$ cat src/rtl/hazard_ctrl.sv
// Pipeline hazard controller: load-use stall, MDU EX occupancy FSM, branch flush, registered forward selects.
// Optional performance counters enabled with `define HAZARD_PERF_CNT_EN.
module hazard_ctrl #(
    parameter int MDU_LATENCY = 32,
    parameter int CNT_W       = 6
) (
    input  logic        clk,
    input  logic        rst,
    input  logic [4:0]  rs1_id,
    input  logic [4:0]  rs2_id,
    input  logic        rs1_used_id,
    input  logic        rs2_used_id,
    input  logic [4:0]  rd_ex,
    input  logic [4:0]  rd_mem,
    input  logic        reg_write_ex,
    input  logic        reg_write_mem,
    input  logic        mem_read_ex,
    input  logic        mdu_op_ex,
    input  logic        branch_taken_ex,
    output logic [1:0]  rs1_fwd_ex,
    output logic [1:0]  rs2_fwd_ex,
    output logic        stall_if,
    output logic        stall_id,
    output logic        stall_ex,
    output logic        flush_id,
    output logic        flush_ex,
    output logic        bubble_mem,
    output logic        mdu_done,
    output logic [31:0] stall_cnt,
    output logic [31:0] flush_cnt
);
    typedef enum logic [1:0] {IDLE, LDSTALL, MDU_BUSY, MDU_DONE} state_t;

    state_t             state;
    logic [CNT_W-1:0]   cnt;
    logic               ex_wr_ok, mem_wr_ok, load_use;
    logic [1:0]         fwd1_nxt, fwd2_nxt;

    assign ex_wr_ok  = reg_write_ex & (rd_ex != 5'd0);
    assign mem_wr_ok = reg_write_mem & (rd_mem != 5'd0);
    assign load_use  = mem_read_ex & ex_wr_ok &
                       ((rs1_used_id & (rs1_id == rd_ex)) | (rs2_used_id & (rs2_id == rd_ex)));

    // EX match checked first so the youngest producer wins
    function automatic logic [1:0] fwd_sel(input logic used, input logic [4:0] rs,
                                           input logic [4:0] rde, input logic ex_ok,
                                           input logic [4:0] rdm, input logic mem_ok);
        if (used && ex_ok && rs == rde)
            return 2'b01;
        else if (used && mem_ok && rs == rdm)
            return 2'b10;
        else
            return 2'b00;
    endfunction

    assign fwd1_nxt = fwd_sel(rs1_used_id, rs1_id, rd_ex, ex_wr_ok, rd_mem, mem_wr_ok);
    assign fwd2_nxt = fwd_sel(rs2_used_id, rs2_id, rd_ex, ex_wr_ok, rd_mem, mem_wr_ok);

    // Controls act in the same cycle as the triggering inputs; reset forces them low at once
    always_comb begin
        stall_if   = 1'b0;
        stall_id   = 1'b0;
        stall_ex   = 1'b0;
        flush_id   = 1'b0;
        flush_ex   = 1'b0;
        bubble_mem = 1'b0;
        mdu_done   = 1'b0;
        if (!rst) begin
            case (state)
                IDLE: begin
                    if (branch_taken_ex) begin
                        flush_id = 1'b1;
                        flush_ex = 1'b1;
                    end else if (mdu_op_ex) begin
                        stall_if   = 1'b1;
                        stall_id   = 1'b1;
                        stall_ex   = 1'b1;
                        bubble_mem = 1'b1;
                    end else if (load_use) begin
                        stall_if = 1'b1;
                        stall_id = 1'b1;
                        flush_ex = 1'b1;
                    end
                end
                MDU_BUSY: begin
                    stall_if   = 1'b1;
                    stall_id   = 1'b1;
                    stall_ex   = 1'b1;
                    bubble_mem = 1'b1;
                end
                MDU_DONE: mdu_done = 1'b1;
                default: ;
            endcase
        end
    end

    // Entry cycle + MDU_LATENCY-2 busy cycles + DONE cycle
    always_ff @(posedge clk or posedge rst) begin
        if (rst) begin
            state <= IDLE;
            cnt   <= '0;
        end else begin
            case (state)
                IDLE: begin
                    if (!branch_taken_ex && mdu_op_ex) begin
                        cnt   <= CNT_W'(MDU_LATENCY - 2);
                        state <= (MDU_LATENCY == 2) ? MDU_DONE : MDU_BUSY;
                    end else if (!branch_taken_ex && load_use) begin
                        state <= LDSTALL;
                    end
                end
                LDSTALL: state <= IDLE;
                MDU_BUSY: begin
                    cnt <= cnt - CNT_W'(1);
                    if (cnt == CNT_W'(1))
                        state <= MDU_DONE;
                end
                MDU_DONE: state <= IDLE;
                default:  state <= IDLE;
            endcase
        end
    end

    always_ff @(posedge clk or posedge rst) begin
        if (rst) begin
            rs1_fwd_ex <= 2'b00;
            rs2_fwd_ex <= 2'b00;
        end else if (flush_ex) begin
            rs1_fwd_ex <= 2'b00;
            rs2_fwd_ex <= 2'b00;
        end else if (!stall_ex) begin
            rs1_fwd_ex <= fwd1_nxt;
            rs2_fwd_ex <= fwd2_nxt;
        end
    end

`ifdef HAZARD_PERF_CNT_EN
    always_ff @(posedge clk or posedge rst) begin
        if (rst) begin
            stall_cnt <= '0;
            flush_cnt <= '0;
        end else begin
            if (stall_if) stall_cnt <= stall_cnt + 32'd1;
            if (flush_id) flush_cnt <= flush_cnt + 32'd1;
        end
    end
`else
    assign stall_cnt = '0;
    assign flush_cnt = '0;
`endif
endmodule

$ cat config.mk
export PLATFORM = sky130hd
export DESIGN_NAME = hazard_ctrl
export DESIGN_NICKNAME = d
export VERILOG_FILES = /design/src/rtl/hazard_ctrl.sv
export SDC_FILE = /design/constraint.sdc
export NUM_CORES = 1
export LEC_CHECK = 0
export ABC_AREA = 1
export BUFFER_PORTS_ARGS = -buffer_cell sky130_fd_sc_hd__buf_4
export CAP_MARGIN = 20
export CORE_MARGIN = 2
export CORE_UTILIZATION = 46
export DETAILED_ROUTE_END_ITERATION = 6
export PLACE_DENSITY = 0.85
export SYNTH_ARGS = -nofsm -noshare
export SYNTH_HDL_FRONTEND = slang
export SYNTH_SLANG_ARGS = --single-unit
$ cat constraint.sdc
create_clock -name clk -period 2.9 [get_ports clk]
set_input_delay 0.435 -clock clk [delete_from_list [all_inputs] [get_ports clk]]
set_output_delay 0.435 -clock clk [all_outputs]
set_load 0.05 [all_outputs]
==> impl_summary.txt <==
----------------------------------------------------
[Status]
  Status ... finished clean

[STA]
  Endpoints failing hold ... 0
  Clock skew ... roughly 0.00048 ns
  Pins Over Slew Limit ... 0
  Maximum operating frequency ... 0.518 GHz
  Final worst-path setup slack ... roughly 0.97 ns
  Count of final setup violators ... 0
  RSZ-0062 raised after global routing ... false
  Time the worst path needs with I/O delays and setup ... 1.93 ns
  Period utilization ... 66.6%
  TNS Setup ... 0 ns

[Floorplanning]
  Standard-cell rows ... 21
  Floorplan die height ... between 60 and 70 um
  Std-Cell Core Area ... 0.00328 mm2
  Area enclosed by the die boundary ... between 0.003 and 0.004 mm2
  Effective utilization at floorplan ... between 40% and 50%
  Boundary Pins ... around 100
  Width of the die ... 62.1 um

[Clock tree]
  Latest clock arrival within the worst-skew pair ... ~0.27 ns
  Post-cts hold buffer count ... 0
  Count of clock tree sinks ... 12
  H-tree depth reported by CTS ... 1
  Number of cells upsized or downsized after cts ... 0
  Post-CTS clock slew at the launch and capture registers of the worst setup and hold paths ... 0.08 ns
  Number of buffers added by the clock tree synthesis step ... 3
  Root Buffer Master ... sky130_fd_sc_hd__clkbuf_4
  Number of setup buffers added after CTS ... 0
  CTS max path bufs ... 2
  Clock tree from TritonCTS ... built

[Logic synthesis]
  Number of distinct standard cells referenced by the synthesized netlist ... 25
  Yosys warnings ... 0
  Mean instance size in the synthesized netlist ... 6.46 um2
  Part of the Yosys area used for sequential elements ... around 19%
  Synth Cell Area ... between 0.0015 and 0.002 mm2
  Number of instances in the synthesized netlist ... 240
  #FFs+latches synth ... 12
  Commonest register cell after synthesis ... sky130_fd_sc_hd__dfrtp_1
  Proportion of synthesized flip-flops having asynchronous set or reset ... 100%
  Count of flip-flops with a built-in enable after synthesis ... 0

[Cells and area]
  Area of the multi-input gates ... a little under 900 um2
  ANT cells ... 0
  Ratio of cells with drive above 1 in the final layout ... between 20% and 30%
  Number of nets in the layout ... 312
  Flip-flop and latch area ... between 300 and 400 um2
  Filler cell count in the final layout ... 326
  Layout Area Growth over Synthesis ... 8.23%

[Global routing]
  Overall fraction of global-route tracks in use ... around 17%
  Global-route wire length before repair ... roughly 5.0 mm
  Grt total ovfl ... 0
  Initial antenna violation count ... 0
  Vias in the first global route ... 1218
  Largest net degree at the start of global routing ... 13

[Detailed routing]
  Count of unresolved DRC violations after routing ... 0
  Final routed wirelength across all metal layers ... 3.05 mm
  Via total after detailed routing ... 1374
  Routed len/inst ... 9.35 um
  Ratio of routed vias to standard cells ... about 4.2
  Antenna Nets Post-Route ... 0
  1st-iter DRT viols ... 47
  TritonRoute pass-1 iters ... 4

[Power]
  Internal power summed over all cells ... roughly 0.45 mW
  Clock share of power ... 13.1%
  Worst IR Drop VDD ... about 0.19 mV
  Gate power share ... roughly 60%
  P_sw ... 0.564 mW
  Static leakage ... around 1.0 nW
  Pwr/cell area ... slightly above 600 mW/mm2
  Fraction of power spent switching nets ... a little under three fifths
  Fraction of power consumed by sequential logic ... between 20% and 30%

[Critical path]
  Sort of element at the end of the critical path ... output pin
  Crit Path Max Fanout ... 3
  Setup Crit Path Kind ... input pin to output pin
  Required time at the worst-slack endpoint ... 2.47 ns
  Arrival time reported for the critical path endpoint ... around 1.5 ns
  Setup crit start kind ... input pin

[Placed design]
  Detailed-placement wirelength estimate ... between 2 and 3 mm
  Number of I/O port buffers ... 39
  RePlAce Congestion ... 0.850
  Setup Slack @ Placement ... ~0.97 ns

[Run]
  Number of max-cap violations ... 0

[Min path]
  Type of the worst min-delay path ... input pin to asynchronous set/reset pin

----------------------------------------------------
-- path summary, 6_finish.rpt --
check	start	to	slack [ns]	cells after the start
min in group clk	branch_taken_ex	state[0]$_DFFE_PP0P_	0.44	4
hold / removal	rst	state[1]$_DFFE_PP0P_	0.20	2
hold reg to reg	rs2_fwd_ex[0]$_DFFE_PP0P_	rs2_fwd_ex[0]$_DFFE_PP0P_	0.50	2
max in group asynchronous	rst	rs2_fwd_ex[1]$_DFFE_PP0P_	2.40	2
setup reg to reg	state[0]$_DFFE_PP0P_	cnt[4]$_DFFE_PP0P_	1.65	6
setup / recovery	rs2_id[1]	stall_if	0.97	12
-- cell usage after synthesis, types with 2 or more instances --
library cell | count | share of area (%)
sky130_fd_sc_hd__ha_1 | 2 | 1.6
sky130_fd_sc_hd__nand4_1 | 6 | 2.4
sky130_fd_sc_hd__inv_2 | 10 | 2.4
sky130_fd_sc_hd__dfrtp_1 | 12 | 19
sky130_fd_sc_hd__nor2_1 | 15 | 3.6
sky130_fd_sc_hd__o21ai_1 | 2 | 0.65
sky130_fd_sc_hd__nor3_1 | 7 | 2.3
sky130_fd_sc_hd__nand2_2 | 7 | 2.8
sky130_fd_sc_hd__inv_1 | 21 | 5.1
sky130_fd_sc_hd__buf_4 | 66 | 32
sky130_fd_sc_hd__nor2_2 | 5 | 2.0
sky130_fd_sc_hd__o21ai_0 | 2 | 0.65
sky130_fd_sc_hd__nand3_1 | 5 | 1.6
sky130_fd_sc_hd__nand2_1 | 63 | 15
sky130_fd_sc_hd__a21boi_0 | 4 | 1.9
sky130_fd_sc_hd__xnor2_1 | 4 | 2.3
-- cells by family (layout without fill, tap and decap cells) --
family,after synthesis,after routing,share of synthesized area [%]
compound gates,12,12,5.08
xor+xnor,4,4,2.26
fa+ha+maj,2,2,1.61
buf+inv,97,74,39.4
flops,12,12,19.4
simple gates,112,112,32.0
other cells,1,64,0.242
-- state kept, by name, indices dropped and copies added (netlist names) --
register	flops
state	2
rs2_fwd_ex	2
rs1_fwd_ex	2
cnt	6
-- critical path, stage by stage --
cell and delay (ns):
sky130_fd_sc_hd__buf_4 0.09, sky130_fd_sc_hd__inv_1 0.05, sky130_fd_sc_hd__nand2_1 0.06, sky130_fd_sc_hd__nand2_1 0.06, sky130_fd_sc_hd__nor2_1 0.10, sky130_fd_sc_hd__nand3_1 0.12
sky130_fd_sc_hd__nand2_1 0.10, sky130_fd_sc_hd__nand2_2 0.06, sky130_fd_sc_hd__nor2_2 0.09, sky130_fd_sc_hd__nand2_1 0.06, sky130_fd_sc_hd__nand2_1 0.07, sky130_fd_sc_hd__buf_4 0.20
-- power groups by stage --
| stage | clock, mW | combinational [mW] | sequential (mW) |
|---|---|---|---|
| 2_1_floorplan | 0 | 0.549 | 0.269 |
| 4_1_cts | 0.134 | 0.606 | 0.274 |
| 5_1_grt | 0.140 | 0.663 | 0.286 |
| 3_5_place_dp | 0 | 0.603 | 0.277 |
| 6_report | 0.133 | 0.607 | 0.277 |
| 3_3_place_gp | 0 | 0.578 | 0.274 |
-- placed cells by master, fill, tap and decap left out, drive strengths merged --
master  Yosys  layout
clkbuf      0       4
a21oi       2       2
nand3       5       5
a31oi       1       1
or2         1       1
inv        31      31
ha          2       2
nor4        1       1
nor2       20      20
nand2      71      71
nor3        7       7
xnor2       4       4
nand3b      1       1
buf        66      39
o21ai       5       5
nand4       6       6
dfrtp      12      12
a21boi      4       4
conb        1      64
-- metrics by stage --
step                cells  hold WS [ns]  util [%]  area [um2]  power (mW)
floorplan             303         0.300         -        1790       0.818
global placement      322         0.472      50.0        1640       0.852
detailed placement    322         0.473      50.0        1640       0.880
CTS                   326         0.205      51.1        1680        1.01
global route          326         0.235      51.1        1680        1.09
finish                326         0.196      51.1        1680        1.02
-- layer usage --
layer | vias to the layer above | track usage [%] | share of wire, %
met3 | 4 | 0.828 | 8.5
met4 | 0 | 5.78 | 1.1
met1 | 608 | 20.5 | 39
met2 | 79 | 32.1 | 51
met5 | - | 0 | 0
li1 | 683 | - | -
-- cell type report --
type | instances | share of cell area (%)
clock buffers | 4 | 2.16
inverters | 31 | 6.93
multi-input cells | 194 | 52.2
flip-flops and latches | 12 | 17.9
well taps | 46 | 3.43
repair buffers | 39 | 17.4
(Power assumes the default switching activity.)
